**src/rtl/logo_motion_sched.sv**
```systemverilog
// Move-strobe scheduler for the bouncing-logo mover: per-frame strobe bursts,
// speed level, pause/single-step control and edge/corner bounce accounting.
module logo_motion_sched #(
    parameter int H_RES       = 640,
    parameter int V_RES       = 480,
    parameter int MAX_LEVEL   = 7,
    parameter int RESET_LEVEL = 0,
    parameter int GAP_CYC     = 1
) (
    input  logic        pclk,
    input  logic        rst,
    input  logic        frame_start,
    input  logic        btn_up,
    input  logic        btn_down,
    input  logic        btn_pause,
    input  logic        btn_step,
    input  logic [9:0]  logo_x,
    input  logic [9:0]  logo_y,
    input  logic [9:0]  logo_length,
    input  logic [9:0]  logo_hight,
    output logic        move_en,
    output logic [2:0]  speed_level,
    output logic        paused,
    output logic [15:0] bounce_cnt,
    output logic        corner_hit
);

    localparam logic [2:0] MAX_LVL = 3'(MAX_LEVEL);
    localparam logic [2:0] RST_LVL = 3'(RESET_LEVEL);
    localparam logic [3:0] GAP_LEN = 4'(GAP_CYC);
    localparam logic [9:0] H_BOUND = 10'(H_RES);
    localparam logic [9:0] V_BOUND = 10'(V_RES);

    typedef enum logic [1:0] {
        ST_IDLE  = 2'd0,
        ST_BURST = 2'd1,
        ST_GAP   = 2'd2
    } state_t;

    state_t      r_state;
    state_t      w_state_nxt;
    logic [3:0]  r_remaining;
    logic [3:0]  w_remaining_nxt;
    logic [3:0]  r_gap_cnt;
    logic [3:0]  w_gap_cnt_nxt;
    logic        w_step_use;
    logic        w_move_en;

    logic        r_up_prev;
    logic        r_down_prev;
    logic        r_pause_prev;
    logic        r_step_prev;
    logic        r_paused;
    logic        r_step_armed;
    logic [2:0]  r_speed;
    logic [15:0] r_bounce_cnt;
    logic        r_corner;

    logic        w_up_edge;
    logic        w_down_edge;
    logic        w_pause_edge;
    logic        w_step_edge;
    logic        w_pause_enter;
    logic [9:0]  w_right_bound;
    logic [9:0]  w_bottom_bound;
    logic        w_x_edge;
    logic        w_y_edge;

    function automatic logic [15:0] sat_inc16(input logic [15:0] val);
        if (val == 16'hFFFF) begin
            sat_inc16 = val;
        end else begin
            sat_inc16 = val + 16'd1;
        end
    endfunction

    assign w_up_edge     = btn_up & ~r_up_prev;
    assign w_down_edge   = btn_down & ~r_down_prev;
    assign w_pause_edge  = btn_pause & ~r_pause_prev;
    assign w_step_edge   = btn_step & ~r_step_prev;
    assign w_pause_enter = w_pause_edge & ~r_paused;

    assign w_right_bound  = H_BOUND - logo_length;
    assign w_bottom_bound = V_BOUND - logo_hight;
    assign w_x_edge = (logo_x == 10'd1) || (logo_x == w_right_bound);
    assign w_y_edge = (logo_y == 10'd1) || (logo_y == w_bottom_bound);

    assign speed_level = r_speed;
    assign paused      = r_paused;
    assign bounce_cnt  = r_bounce_cnt;
    assign corner_hit  = r_corner;
    assign move_en     = w_move_en;

    // Previous-level registers for button rising-edge detection
    always_ff @(posedge pclk) begin
        if (rst) begin
            r_up_prev    <= 1'b0;
            r_down_prev  <= 1'b0;
            r_pause_prev <= 1'b0;
            r_step_prev  <= 1'b0;
        end else begin
            r_up_prev    <= btn_up;
            r_down_prev  <= btn_down;
            r_pause_prev <= btn_pause;
            r_step_prev  <= btn_step;
        end
    end

    // Saturating speed level; simultaneous up and down cancel
    always_ff @(posedge pclk) begin
        if (rst) begin
            r_speed <= RST_LVL;
        end else if (w_up_edge && !w_down_edge && (r_speed != MAX_LVL)) begin
            r_speed <= r_speed + 3'd1;
        end else if (w_down_edge && !w_up_edge && (r_speed != 3'd0)) begin
            r_speed <= r_speed - 3'd1;
        end else begin
            r_speed <= r_speed;
        end
    end

    // Pause toggle and single-step arming; an edge arriving while a step is consumed stays armed
    always_ff @(posedge pclk) begin
        if (rst) begin
            r_paused     <= 1'b0;
            r_step_armed <= 1'b0;
        end else begin
            r_paused <= r_paused ^ w_pause_edge;
            if (w_pause_edge && r_paused) begin
                r_step_armed <= 1'b0;
            end else if (w_step_edge && r_paused) begin
                r_step_armed <= 1'b1;
            end else if (w_step_use) begin
                r_step_armed <= 1'b0;
            end else begin
                r_step_armed <= r_step_armed;
            end
        end
    end

    // Burst FSM state register
    always_ff @(posedge pclk) begin
        if (rst) begin
            r_state     <= ST_IDLE;
            r_remaining <= 4'd0;
            r_gap_cnt   <= 4'd0;
        end else begin
            r_state     <= w_state_nxt;
            r_remaining <= w_remaining_nxt;
            r_gap_cnt   <= w_gap_cnt_nxt;
        end
    end

    // Burst FSM next state; frame_start restarts from any state, entering pause aborts
    always_comb begin
        w_state_nxt     = r_state;
        w_remaining_nxt = r_remaining;
        w_gap_cnt_nxt   = r_gap_cnt;
        w_step_use      = 1'b0;
        if (w_pause_enter) begin
            w_state_nxt     = ST_IDLE;
            w_remaining_nxt = 4'd0;
        end else if (frame_start) begin
            if (!r_paused) begin
                w_state_nxt     = ST_BURST;
                w_remaining_nxt = {1'b0, r_speed} + 4'd1;
            end else if (r_step_armed) begin
                w_state_nxt     = ST_BURST;
                w_remaining_nxt = 4'd1;
                w_step_use      = 1'b1;
            end else begin
                w_state_nxt     = ST_IDLE;
                w_remaining_nxt = 4'd0;
            end
        end else begin
            case (r_state)
                ST_IDLE: begin
                    w_state_nxt = ST_IDLE;
                end
                ST_BURST: begin
                    w_remaining_nxt = r_remaining - 4'd1;
                    if (r_remaining <= 4'd1) begin
                        w_state_nxt = ST_IDLE;
                    end else if (GAP_LEN == 4'd0) begin
                        w_state_nxt = ST_BURST;
                    end else begin
                        w_state_nxt   = ST_GAP;
                        w_gap_cnt_nxt = GAP_LEN - 4'd1;
                    end
                end
                ST_GAP: begin
                    if (r_gap_cnt == 4'd0) begin
                        w_state_nxt = ST_BURST;
                    end else begin
                        w_gap_cnt_nxt = r_gap_cnt - 4'd1;
                    end
                end
                default: begin
                    w_state_nxt     = ST_IDLE;
                    w_remaining_nxt = 4'd0;
                end
            endcase
        end
    end

    // Burst FSM output decode
    always_comb begin
        if (r_state == ST_BURST) begin
            w_move_en = 1'b1;
        end else begin
            w_move_en = 1'b0;
        end
    end

    // Bounce accounting on strobe cycles; a corner counts once and pulses corner_hit
    always_ff @(posedge pclk) begin
        if (rst) begin
            r_bounce_cnt <= 16'd0;
            r_corner     <= 1'b0;
        end else begin
            r_corner <= w_move_en & w_x_edge & w_y_edge;
            if (w_move_en && (w_x_edge || w_y_edge)) begin
                r_bounce_cnt <= sat_inc16(r_bounce_cnt);
            end else begin
                r_bounce_cnt <= r_bounce_cnt;
            end
        end
    end

endmodule

```
**config.mk**
```make
export PLATFORM = sky130hd
export DESIGN_NAME = logo_motion_sched
export DESIGN_NICKNAME = d
export VERILOG_FILES = /design/src/rtl/logo_motion_sched.sv
export SDC_FILE = /design/constraint.sdc
export NUM_CORES = 1
export LEC_CHECK = 0
export BUFFER_PORTS_ARGS = -buffer_cell sky130_fd_sc_hd__buf_4
export CAP_MARGIN = 20
export CORE_MARGIN = 2
export CORE_UTILIZATION = 54
export DETAILED_ROUTE_END_ITERATION = 8
export PLACE_DENSITY_LB_ADDON = 0.25
export SYNTH_ARGS = -nofsm -noshare
export SYNTH_HDL_FRONTEND = slang
export SYNTH_SLANG_ARGS = --single-unit
export TNS_END_PERCENT = 30
```
**constraint.sdc**
```tcl
create_clock -name pclk -period 3.3 [get_ports pclk]
set_input_delay 0.66 -clock pclk [delete_from_list [all_inputs] [get_ports pclk]]
set_output_delay 0.66 -clock pclk [all_outputs]
set_load 0.005 [all_outputs]
```
### After elaboration in Yosys (flattened, before gate mapping)

Index checks and enable logic that the tools add are counted.

| word-level totals | value |
|---|---|
| flip-flop bits (word level) | 36 |
| bits of input ports | 47 |
| output and inout bits | 22 |
| logic and storage cells | 94 |

| cells by class | value |
|---|---|
| $add $sub $neg | 8 |
| magnitude comparators | 1 |
| equality and inequality tests | 12 |
| multiplexer cells | 22 |
| bitwise operators | 16 |
| reduce and logical (&&, ||, !) cells | 23 |

Operators by type and width:

| kind | number |
|---|---|
| $eq 10x1->1 const B | 2 |
| $eq 10x10->1 | 2 |
| $add 16x1->16 const B | 1 |
| $eq 16x16->1 const B | 1 |
| $mux 4 | 4 |
| $pmux 4 s2 | 2 |
| $mux 1 | 10 |
| $sub 10x10->10 const A | 1 |
| $sub 9x10->10 const A | 1 |
| $not 1->1 | 8 |
| $sub 4x1->4 const B | 2 |
| $and 1x1->1 | 7 |
| $logic_and 1x1->1 | 7 |
| $mux 2 | 3 |
| $mux 3 | 2 |
| $ne 3x3->1 const B | 2 |
| $reduce_bool 2->1 | 3 |
| $reduce_or 2->1 | 3 |
| $reduce_and 5->1 | 1 |
| $add 3x1->4 const B | 1 |
| $le 4x1->1 const B | 1 |
| $logic_not 4->1 | 1 |
| $ne 2x2->1 const B | 2 |
| $pmux 2 s2 | 1 |
| 11 further kinds | 14 |

### Longest topological paths before layout

Gate-level depths: netlist (run 1).

| depth | value |
|---|---|
| depth in word-level cells | 7 |
| mapped depth | 12 |
| gate-level depth less buffers | 10 |

### Worst setup path after synthesis (run 1)

OpenSTA, ideal clock, no wires.

| timing path | value |
|---|---|
| path kind | in2reg |
| start | in logo_length[0] |
| end | reg r_bounce_cnt[9] (netlist: bounce_cnt[9]) |
| library setup time | 0.115 ns |
| arrival | 2.986 ns |
| data required time | 3.185 ns |
| setup slack | 0.199 ns |
| stages on the path | 12 |
| path buffers | 2 |
| cells stage by stage | clkbuf_1 -> inv_1 -> ha_1 -> or4_1 -> mux2i_1 -> o2111ai_1 -> o311a_1 -> nor4_2 -> nor4_4 -> buf_6 -> o31a_1 -> o21a_1 |

| between the ends | value |
|---|---|
| longest elaborated chain between the ends | 6 |

RTL lines:

| item | line | text |
|---|---|---|
| from (decl) | 19 | `input logic [9:0] logo_length,` |
| $sub 10x10->10 | 83 | `assign w_right_bound = H_BOUND - logo_length;` |
| $eq 10x10->1 | 85 | `assign w_x_edge = (logo_x == 10'd1) \|\| (logo_x == w_right_bound);` |
| $logic_or 1x1->1 | 85 |  |
| $logic_or 1x1->1 | 222 | `if (w_move_en && (w_x_edge \|\| w_y_edge)) begin` |
| $logic_and 1x1->1 | 222 |  |
| $reduce_and 2->1 (no source line) | - |  |
| to (signal assigned) | 223 | `r_bounce_cnt <= sat_inc16(r_bounce_cnt);` |
| to (signal assigned) | 225 | `r_bounce_cnt <= r_bounce_cnt;` |
| to (decl) | 56 | `logic [15:0] r_bounce_cnt;` |

No other way between the ends.
A chain may end at the register's enable or synchronous reset.

### Worst setup path after layout (run 1)

| timing path | value |
|---|---|
| start | in logo_length[0] |
| end | reg r_bounce_cnt[10] (netlist: bounce_cnt[10]) |

The elaborated chain is that of the path after synthesis.

==> flow_summary.toml, run 1 <==
[status]
status = "completed"

[cells_and_area]
ff_latch_area_um2 = 720.7
n_antenna_cell = 0
design_area_mm2 = 0.003382
multi_input_comb_area_mm2 = 0.001838
synthToLayoutAreaGrowth_pct = 25.90
final_util = 0.7113
fillerInstances = 396
stdcell_count = 478
drive_gt1_frac = 0.2336
num-nets-final = 472

[synthesis]
synth_cell_types = 57
synthCells = 340
ys_top_cells_by_count = "36 x dfxtp_1, 32 x nor2_1, 23 x inv_1"
synth_top_area_frac = 0.2683
synth_ff_type = "dfxtp_1"
seq_area_frac_synth = 0.2683
synth_edf_count = 0
async_flop_share = 0
synth.most_common_cell = "dfxtp_1"
synth_area_mm2 = 0.002686
synth_fp_nets = 402
yosys_register_bits = 36
ys_top_cells_by_area = "dfxtp_1 27%, ha_1 6.5%, xnor2_1 5.5%, nor2_1 4.5%, a21oi_1 3.9%"
yosys_warnings = 0
synth_top_area_cell = "dfxtp_1"
postSynthAreaPerCell_um2 = 7.901

[worst_setup_path]
critPathKind = "in2reg"
cp.depth = 12
cp-start-kind = "input port"
crit_family = "simple AND/OR/NAND/NOR gates"
cp_slowest_cell = "or4_1"
path_max_fanout = 27
crit_top_cell = "nor4_4"
crit_chain = "buf_4 > inv_1 > ha_1 > and2b_1 > nor3b_1 > a22oi_1 > a211o_1 > nor4_4 > nor4_4 > buf_12 > or4_1 > a21oi_1"
reg2reg_depth = 7
cp_num_buf_inv = 3
worstPathRequired_ns = 3.52
worstPathArrival_ns = 3.25
rr_endpoint = "bounce_cnt[13]"
cp-end-kind = "register"
max_stage_delay_ns = 0.52
reg2reg_from = "bounce_cnt[6]"
r2r_slack_ns = 1.13

[clock_network]
hold_buffers = 0
numCtsBuffers = 5
path_clk_slew_ns = 0.07
cts_tree = "built"
htreeDepth = 2
cts_root_buffer = "clkbuf_8"
clk_path_buf_depth = 2
insertion_delay_ns = 0.29
cts.sinks = 36

[global_route]
grt_pass1_wl_um = 9853
grt_overflow_total = 0
track_usage = 0.2219
met1_usage = 0.2829
antenna_found_initial = 0
grt_max_degree = 39
top_usage_layer = "met2"
grt_pass1_vias = 2422
met2_usage = 0.3854
met3_usage = 0.05014

[power]
comb_power_share = 0.246
seq_power_share = 0.456
clkPwrFrac = 0.299
p_leak_nw = 1.326
power.internal_w = 0.0007288
swShare = 0.2940
p_sw_w = 0.0003034
ir_drop_mv = 0.2366
p_per_area_mw_per_mm2 = 305.2

[min_path]
hold_end = "r_step_armed"
hp-class = "reg2reg"
min-delay-start = "r_step_armed"
hold-path-cell-count = 2

[timing]
period_needed_ns = 3.026
setup_ws_ns = 0.2740
worst_pin_slew_ns = 0.4940
setup_viol = 0
min_period_over_period = 0.9170
timing_hold_violations_final = 0
rsz0062_at_grt = "no"
slew_viol_final = 0
fmax_mhz = 330.5
relSlewSlack = 0.6660
holdWs_ns = 0.4805
fin_worst_skew_ns = 0.006524

[floorplan]
io_pins = 69
die_h_um = 74.53
dieArea_mm2 = 0.005555
coreArea_mm2 = 0.004755
die_w_um = 74.53
rows = 25
start_util = 0.5650

[drt]
wire_per_inst_um = 12.47
firstDrtPassIters = 4
drt_iter0_drc = 106
ant_nets = 0
drc = 0
routed_via_density = 5.561
routed_wl_um = 5962
vias = 2658

[place]
dpl-instance-area_mm2 = 0.003288
pre_cts_slack_ns = -0.1026
dp.final_hpwl_um = 4590
gp_congestion = 0.8770
placed_cells = 470
io_buffers = 68

[run]
maxCapViolCount = 0
logic make-up after synthesis:
| logic type | Yosys count | synth area share |
|---|---|---|
| fa+ha+maj | 15 | 0.07266 |
| buf+inv | 34 | 0.05076 |
| flops | 36 | 0.2683 |
| xor+xnor | 24 | 0.07825 |
| compound gates | 69 | 0.1742 |
| simple gates | 154 | 0.3228 |
| mux | 8 | 0.03307 |
per-stage QoR:
step           power [W]  setup TNS (ns)
6_report        0.001032               0
5_1_grt         0.001090               0
4_1_cts         0.001038               0
3_5_place_dp   0.0007310         -0.2821
3_3_place_gp   0.0007260               0
2_1_floorplan  0.0006263               0
worst max-delay path by stage:
stage / startpoint / end / slack (ns)
after CTS: logo_length[0] / bounce_cnt[10] / 0.19
after global placement: logo_length[0] / bounce_cnt[4] / 0.05
after floorplan: logo_length[0] / bounce_cnt[9] / 0.20
final: logo_length[0] / bounce_cnt[10] / 0.27
after global routing: logo_hight[0] / bounce_cnt[10] / 0.02
after detailed placement: logo_length[0] / bounce_cnt[10] / -0.10
power groups by stage:
stage          logic [W]  clock network [W]  registers (W)
5_1_grt         0.000284           0.000332       0.000474
2_1_floorplan   0.000149                  0       0.000477
3_3_place_gp    0.000246                  0       0.000480
6_report        0.000254           0.000308       0.000470
4_1_cts         0.000252           0.000315       0.000470
3_5_place_dp    0.000251                  0       0.000480
state kept, by name, summed over array words and instances, names as in the netlist:
signal        count
bounce_cnt       16
corner_hit        1
paused            1
r_down_prev       1
r_gap_cnt         4
r_pause_prev      1
r_remaining       4
r_state           2
r_step_armed      1
r_step_prev       1
r_up_prev         1
speed_level       3
layout make-up:
| class | count | share of cell area |
|---|---|---|
| Inverter | 23 | 0.02553 |
| Tap cell | 67 | 0.02479 |
| Sequential cell | 36 | 0.2131 |
| Timing Repair Buffer | 74 | 0.1680 |
| Clock buffer | 7 | 0.02257 |
| Multi-Input combinational cell | 270 | 0.5435 |
| Clock inverter | 1 | 0.002590 |
timing repair:
item	in CTS	in global routing
resized for setup	0	1
endpoints found under the setup margin	0	1
buffers inserted	0	0
layer usage:
metal	wire [um]	up-vias
met5	0	-
met4	41	0
met3	195	6
met2	2991	53
met1	2733	1222
li1	-	1377
placed cells by master (no fill, tap or decap), drive strengths merged, types with 9 or more instances in the layout:
| cell | instances |
|---|---|
| buf | 74 |
| dfxtp | 36 |
| nor2 | 33 |
| inv | 23 |
| a21oi | 21 |
| xnor2 | 17 |
| nand3 | 16 |
| nand2 | 16 |
| nor3 | 16 |
| o21ai | 15 |
| ha | 14 |
| nor2b | 13 |
| or3 | 9 |
| or4 | 9 |
| nor4 | 9 |
tightest hold or removal path: stages (launching register included):
cell	delay (ns)
dfxtp_1	0.31
o21ai_0	0.07
a211oi_1	0.06
(Power assumes the default switching activity.)
==> inputs of run 2 (changes only) <==
--- a/config.mk
+++ b/config.mk
@@ -5,6 +5,7 @@
 export SDC_FILE = /design/constraint.sdc
 export NUM_CORES = 1
 export LEC_CHECK = 0
+export ABC_AREA = 1
 export BUFFER_PORTS_ARGS = -buffer_cell sky130_fd_sc_hd__buf_4
 export CAP_MARGIN = 20
 export CORE_MARGIN = 2
==> run 2 against run 1 <==
Design area rose by 5.2%. Synthesized area grew 8.4%. Critical path depth increased by 6. Clock-buffer cell count decreased by 1. Global-route usage increased by 1.8 points. First-iteration DRC count rose by 18%. Routed wire length rose by 12%. Flip-flop and latch count is the same. Worst hold slack worse by 0.0088 ns. Clock skew decreased by 0.0026 ns. Via count up 13%. Largest cell class unchanged. Largest power group unchanged. Highest routed layer unchanged.
==> flow_summary.toml, run 2 <==
[timing]
timing_hold_violations_final = 0
setup_viol = 0
finalSetupTns_ns = 0
period_needed_ns = 2.502
rsz0062_at_grt = "no"
fmax_mhz = 399.6
worst_pin_slew_ns = 0.4474
fin_worst_skew_ns = 0.003927
setup_ws_ns = 0.7976
relSlewSlack = 0.6986
slew_viol_final = 0
min_period_over_period = 0.7583

[synthesis]
yosys_warnings = 0
synth_area_mm2 = 0.002913
synth_ff_type = "dfxtp_1"
yosys_register_bits = 36
synth_fp_nets = 511
seq_area_frac_synth = 0.2474
yosys.area_share.xor_xnor = 0.07732
postSynthAreaPerCell_um2 = 6.487
synth-simple-area-share = 0.3956
synth_top_area_frac = 0.2474
synth.most_common_cell = "nand2_1"
ys_top_cells_by_count = "107 x nand2_1, 71 x inv_1, 44 x nor2_1"
synth_edf_count = 0
synthMuxAreaShare = 0
synth_cell_types = 39
ys_top_cells_by_area = "dfxtp_1 25%, nand2_1 14%, inv_1 9.1%, ha_1 6.0%, nor2_1 5.7%"
async_flop_share = 0
synthAdderAreaFrac = 0.06701
synth_top_area_cell = "dfxtp_1"
synthCells = 449
synth_top_family_by_area = "simple AND/OR/NAND/NOR gates"
synth_compound_area_frac = 0.09880

[worst_setup_path]
critPathKind = "in2reg"
worstPathArrival_ns = 2.68
worstPathRequired_ns = 3.48
startpoint = "logo_hight[0]"
path_max_fanout = 17
rr_endpoint = "bounce_cnt[0]"
reg2reg_from = "bounce_cnt[0]"
cp-end-kind = "register"
r2r_slack_ns = 1.11
cp-endpoint = "bounce_cnt[2]"
cp-start-kind = "input port"
reg2reg_depth = 10

[cells_and_area]
stdcell_count = 588
synthToLayoutAreaGrowth_pct = 22.12
n_antenna_cell = 0
num-nets-final = 579
final_util = 0.6877
final_common_cell = "nand2_1"
drive_gt1_frac = 0.2278
most-common-layout-cells = "107 x nand2_1, 71 x inv_1, 69 x buf_4, 44 x nor2_1, 36 x dfxtp_1"
largest_reg_flops = 16

[place]
dp.final_hpwl_um = 5293
pre_cts_slack_ns = 0.4988
io_buffers = 68
gp_congestion = 0.8565
placed_cells = 580

[clock_network]
cts_resized = 0
clk_path_buf_depth = 2
htreeDepth = 2
postCtsSetupBuffers = 0
cts_root_buffer = "clkbuf_8"
insertion_delay_ns = 0.29
numCtsBuffers = 5
path_clk_slew_ns = 0.07
hold_buffers = 0
cts.sinks = 36
cts_tree = "built"

[floorplan]
die_w_um = 77.45
io_pins = 69
start_util = 0.5631
dieArea_mm2 = 0.005998
rows = 26
die_h_um = 77.45
coreArea_mm2 = 0.005172

[drt]
wire_per_inst_um = 11.38
drt_iter0_drc = 125
ant_nets = 0
routed_wl_um = 6693
firstDrtPassIters = 4
vias = 3012
routed_via_density = 5.122
drc = 0

[global_route]
grt_pass1_vias = 2934
track_usage = 0.2397
antenna_found_initial = 0
grt_pass1_wl_um = 12090
grt_max_degree = 25
grt_overflow_total = 0

[status]
status = "completed"

[power]
p_leak_nw = 1.727
p_per_area_mw_per_mm2 = 294.0
seq_power_share = 0.446
power.internal_w = 0.0007297
comb_power_share = 0.236
p_sw_w = 0.0003162
ir_drop_mv = 0.2102
clkPwrFrac = 0.318
swShare = 0.3023
p_total_w = 0.001046

[run]
maxCapViolCount = 0

[min_path]
hp-class = "reg2reg"
-- run 2: logic make-up after synthesis --
group	Yosys count
AO/OA/AOI/OAI	47
buffers and inverters	82
flip-flops	36
adder cells (fa/ha/maj)	15
AND/OR/NAND/NOR	245
XOR/XNOR	24
-- run 2: stage by stage --
step / cell area (um^2) / hold slack, ns
floorplan: 2913 / 0.4411
CTS: 3557 / 0.4723
finish: 3557 / 0.4716
global route: 3557 / 0.5166
detailed placement: 3465 / 0.4591
global placement: 3465 / 0.4541
-- run 2: power groups by stage --
stage               Clock [W]  Combinational (W)  Sequential, W
detailed placement          0           0.000245       0.000477
CTS                  0.000339           0.000246       0.000467
global route         0.000357           0.000282       0.000470
finish               0.000333           0.000246       0.000467
global placement            0           0.000236       0.000477
floorplan                   0           0.000149       0.000474
-- run 2: per-layer routing --
layer	track usage	wire (um)
met2	0.4357	3371
met4	0.09286	82
met1	0.2754	2949
met3	0.04651	290
met5	0	0
-- run 2: worst max-delay path, cell delays in order --
cell     delay, ns
buf_4         0.11
inv_1         0.13
ha_1          0.23
inv_2         0.06
nor2_2        0.13
nand2_2       0.10
nand2_1       0.07
nand2_1       0.04
nand2_1       0.05
nand2_1       0.04
nor2_1        0.09
nand2_1       0.07
nor2_1        0.11
a21oi_2       0.09
nand2_4       0.18
nand3_4       0.28
nand2_1       0.15
a21oi_1       0.07
-- run 2: final cells by class --
type | count | area [um^2]
Multi-Input combinational cell | 331 | 1861
Fill cell | 445 | 1615
Sequential cell | 36 | 720.7
Timing Repair Buffer | 69 | 518.0
Inverter | 74 | 277.8
Tap cell | 70 | 87.58
Clock buffer | 6 | 82.58
Clock inverter | 2 | 10.01
-- run 2: how the worst min path moves through the flow --
stage / start / end / slack [ns] / depth (start not counted)
3_3_place_gp: r_gap_cnt[0] / r_gap_cnt[0] / 0.45 / 2
5_1_grt: r_gap_cnt[0] / r_gap_cnt[0] / 0.52 / 2
2_1_floorplan: r_step_armed / r_step_armed / 0.44 / 2
4_1_cts: r_step_armed / r_step_armed / 0.47 / 2
6_report: r_step_armed / r_step_armed / 0.47 / 2
3_5_place_dp: r_step_armed / r_step_armed / 0.46 / 2
==> inputs of run 3 (changes only) <==
--- a/config.mk
+++ b/config.mk
@@ -9,7 +9,7 @@
 export BUFFER_PORTS_ARGS = -buffer_cell sky130_fd_sc_hd__buf_4
 export CAP_MARGIN = 20
 export CORE_MARGIN = 2
-export CORE_UTILIZATION = 54
+export CORE_UTILIZATION = 49
 export DETAILED_ROUTE_END_ITERATION = 8
 export PLACE_DENSITY_LB_ADDON = 0.25
 export SYNTH_ARGS = -nofsm -noshare
==> constraint.sdc (replaced) <==
create_clock -name pclk -period 2.1 [get_ports pclk]
set_input_delay 0.42 -clock pclk [delete_from_list [all_inputs] [get_ports pclk]]
set_output_delay 0.42 -clock pclk [all_outputs]
set_load 0.005 [all_outputs]
==> run 3 against run 2 <==
Worst hold slack got worse by 0.13 ns. Combinational power rose by 67%. Non-clock buffer count grew 15. Routed wire length grew 2.4%. Cell count grew 3.4%. Flip-flop and latch count stayed put. Sequential share of layout area is 0.95 points lower. Largest power group unchanged.
==> flow_summary.toml, run 3 (synthesis gave the netlist of run 2 again) <==
[floorplan]
die_w_um = 81.10
start_util = 0.5009
dieArea_mm2 = 0.006577
die_h_um = 81.10
io_pins = 69
rows = 28
coreArea_mm2 = 0.005816

[min_path]
hp-class = "in2reg"

[global_route]
grt_pass1_wl_um = 11370
antenna_found_initial = 0
grt_max_degree = 25
grt_pass1_vias = 2740
grt_overflow_total = 0
track_usage = 0.2157

[worst_setup_path]
worstPathRequired_ns = 2.28
max_stage_delay_ns = 0.39
critPathKind = "reg2reg"
path_max_fanout = 2
crit_family = "adder cells"
worstPathArrival_ns = 2.12
cp_slowest_cell = "fa_1"
cp_num_buf_inv = 1
crit_chain = "ha_1 > ha_1 > nor3_1 > inv_1 > fa_1 > nor2_1 > a21oi_1 > o21ai_0 > a21oi_1"
cp-end-kind = "register"
cp-start-kind = "register"

[timing]
slew_viol_final = 0
timing_hold_violations_final = 0
worst_pin_slew_ns = 0.3804
fin_worst_skew_ns = 0.006408
setup_viol = 0
rsz0062_at_grt = "no"
relSlewSlack = 0.7440
period_needed_ns = 1.941
fmax_mhz = 515.1
min_period_over_period = 0.9244

[cells_and_area]
largest_reg_flops = 16
design_area_mm2 = 0.003732
synthToLayoutAreaGrowth_pct = 28.14
final_util = 0.6418
num-nets-final = 594
most-common-layout-cells = "106 x nand2_1, 81 x buf_4, 70 x inv_1, 43 x nor2_1, 36 x dfxtp_1"
final_common_cell = "nand2_1"
fillerInstances = 560
n_antenna_cell = 0
ff_latch_area_um2 = 720.7
drive_gt1_frac = 0.2552
stdcell_count = 608
multi_input_comb_area_mm2 = 0.001882

[drt]
firstDrtPassIters = 5
routed_wl_um = 6855
drt_iter0_drc = 138
vias = 3028
routed_via_density = 4.980
ant_nets = 0
drc = 0
wire_per_inst_um = 11.27

[place]
placed_cells = 597
dp.final_hpwl_um = 5259
io_buffers = 68
gp_congestion = 0.8310
dpl-instance-area_mm2 = 0.003573

[clock_network]
clk_path_buf_depth = 2
numCtsBuffers = 5
cts_tree = "built"
cts_root_buffer = "clkbuf_8"
cts.sinks = 36
path_clk_slew_ns = 0.07
hold_buffers = 0
htreeDepth = 2
insertion_delay_ns = 0.29

[power]
p_leak_nw = 1.808
p_per_area_mw_per_mm2 = 441.9
ir_drop_mv = 0.3363

[run]
maxCapViolCount = 0

[status]
status = "completed"
## run 3: timing repair
action,CTS,global route
gates resized for setup,0,9
endpoints found under the setup margin,0,20
buffers inserted,0,3
## run 3: area by class of cell
class | instances | area share
clock buffers | 8 | 0.02414
inverters | 74 | 0.07442
repair buffers | 84 | 0.1790
well taps | 75 | 0.02514
flip-flops and latches | 36 | 0.1931
multi-input cells | 331 | 0.5042
## run 3: per-stage QoR
step           hold slack (ns)  total power [W]  setup TNS [ns]  setup slack (ns)
3_5_place_dp            0.4603         0.001148          -3.469           -0.2295
6_report                0.3432         0.001649               0            0.1588
5_1_grt                 0.3750         0.001755               0          0.004883
3_3_place_gp            0.4509         0.001136          -2.522           -0.1619
2_1_floorplan           0.4411        0.0009795               0           0.03976
4_1_cts                 0.3376         0.001658               0           0.05396
## run 3: worst min-delay path: cells and delay by family
family                 cells  cell delay, ns
AND/OR/NAND/NOR            1            0.06
buffers and inverters      2            0.12
## run 3: where the power goes
group          internal (W)  switching [W]
registers          0.000708      0.0000195
logic              0.000191       0.000219
clock network      0.000268       0.000244
total               0.00117       0.000482
## run 3: worst paths after layout
path / slack, ns / from / depth (start not counted) / end
worst max-delay path: 0.16 / speed_level[0] / 9 / speed_level[2]
worst min-delay path: 0.34 / btn_down / 3 / r_down_prev
worst max register to register: 0.16 / speed_level[0] / 9 / speed_level[2]
worst min register to register: 0.47 / r_gap_cnt[0] / 2 / r_gap_cnt[0]
## run 3: layer usage
metal,share of wire,up-vias,track usage
met5,0,-,0
met2,0.51,77,0.3959
met1,0.43,1341,0.2473
li1,-,1597,-
met4,0.016,0,0.06271
met3,0.048,13,0.05111
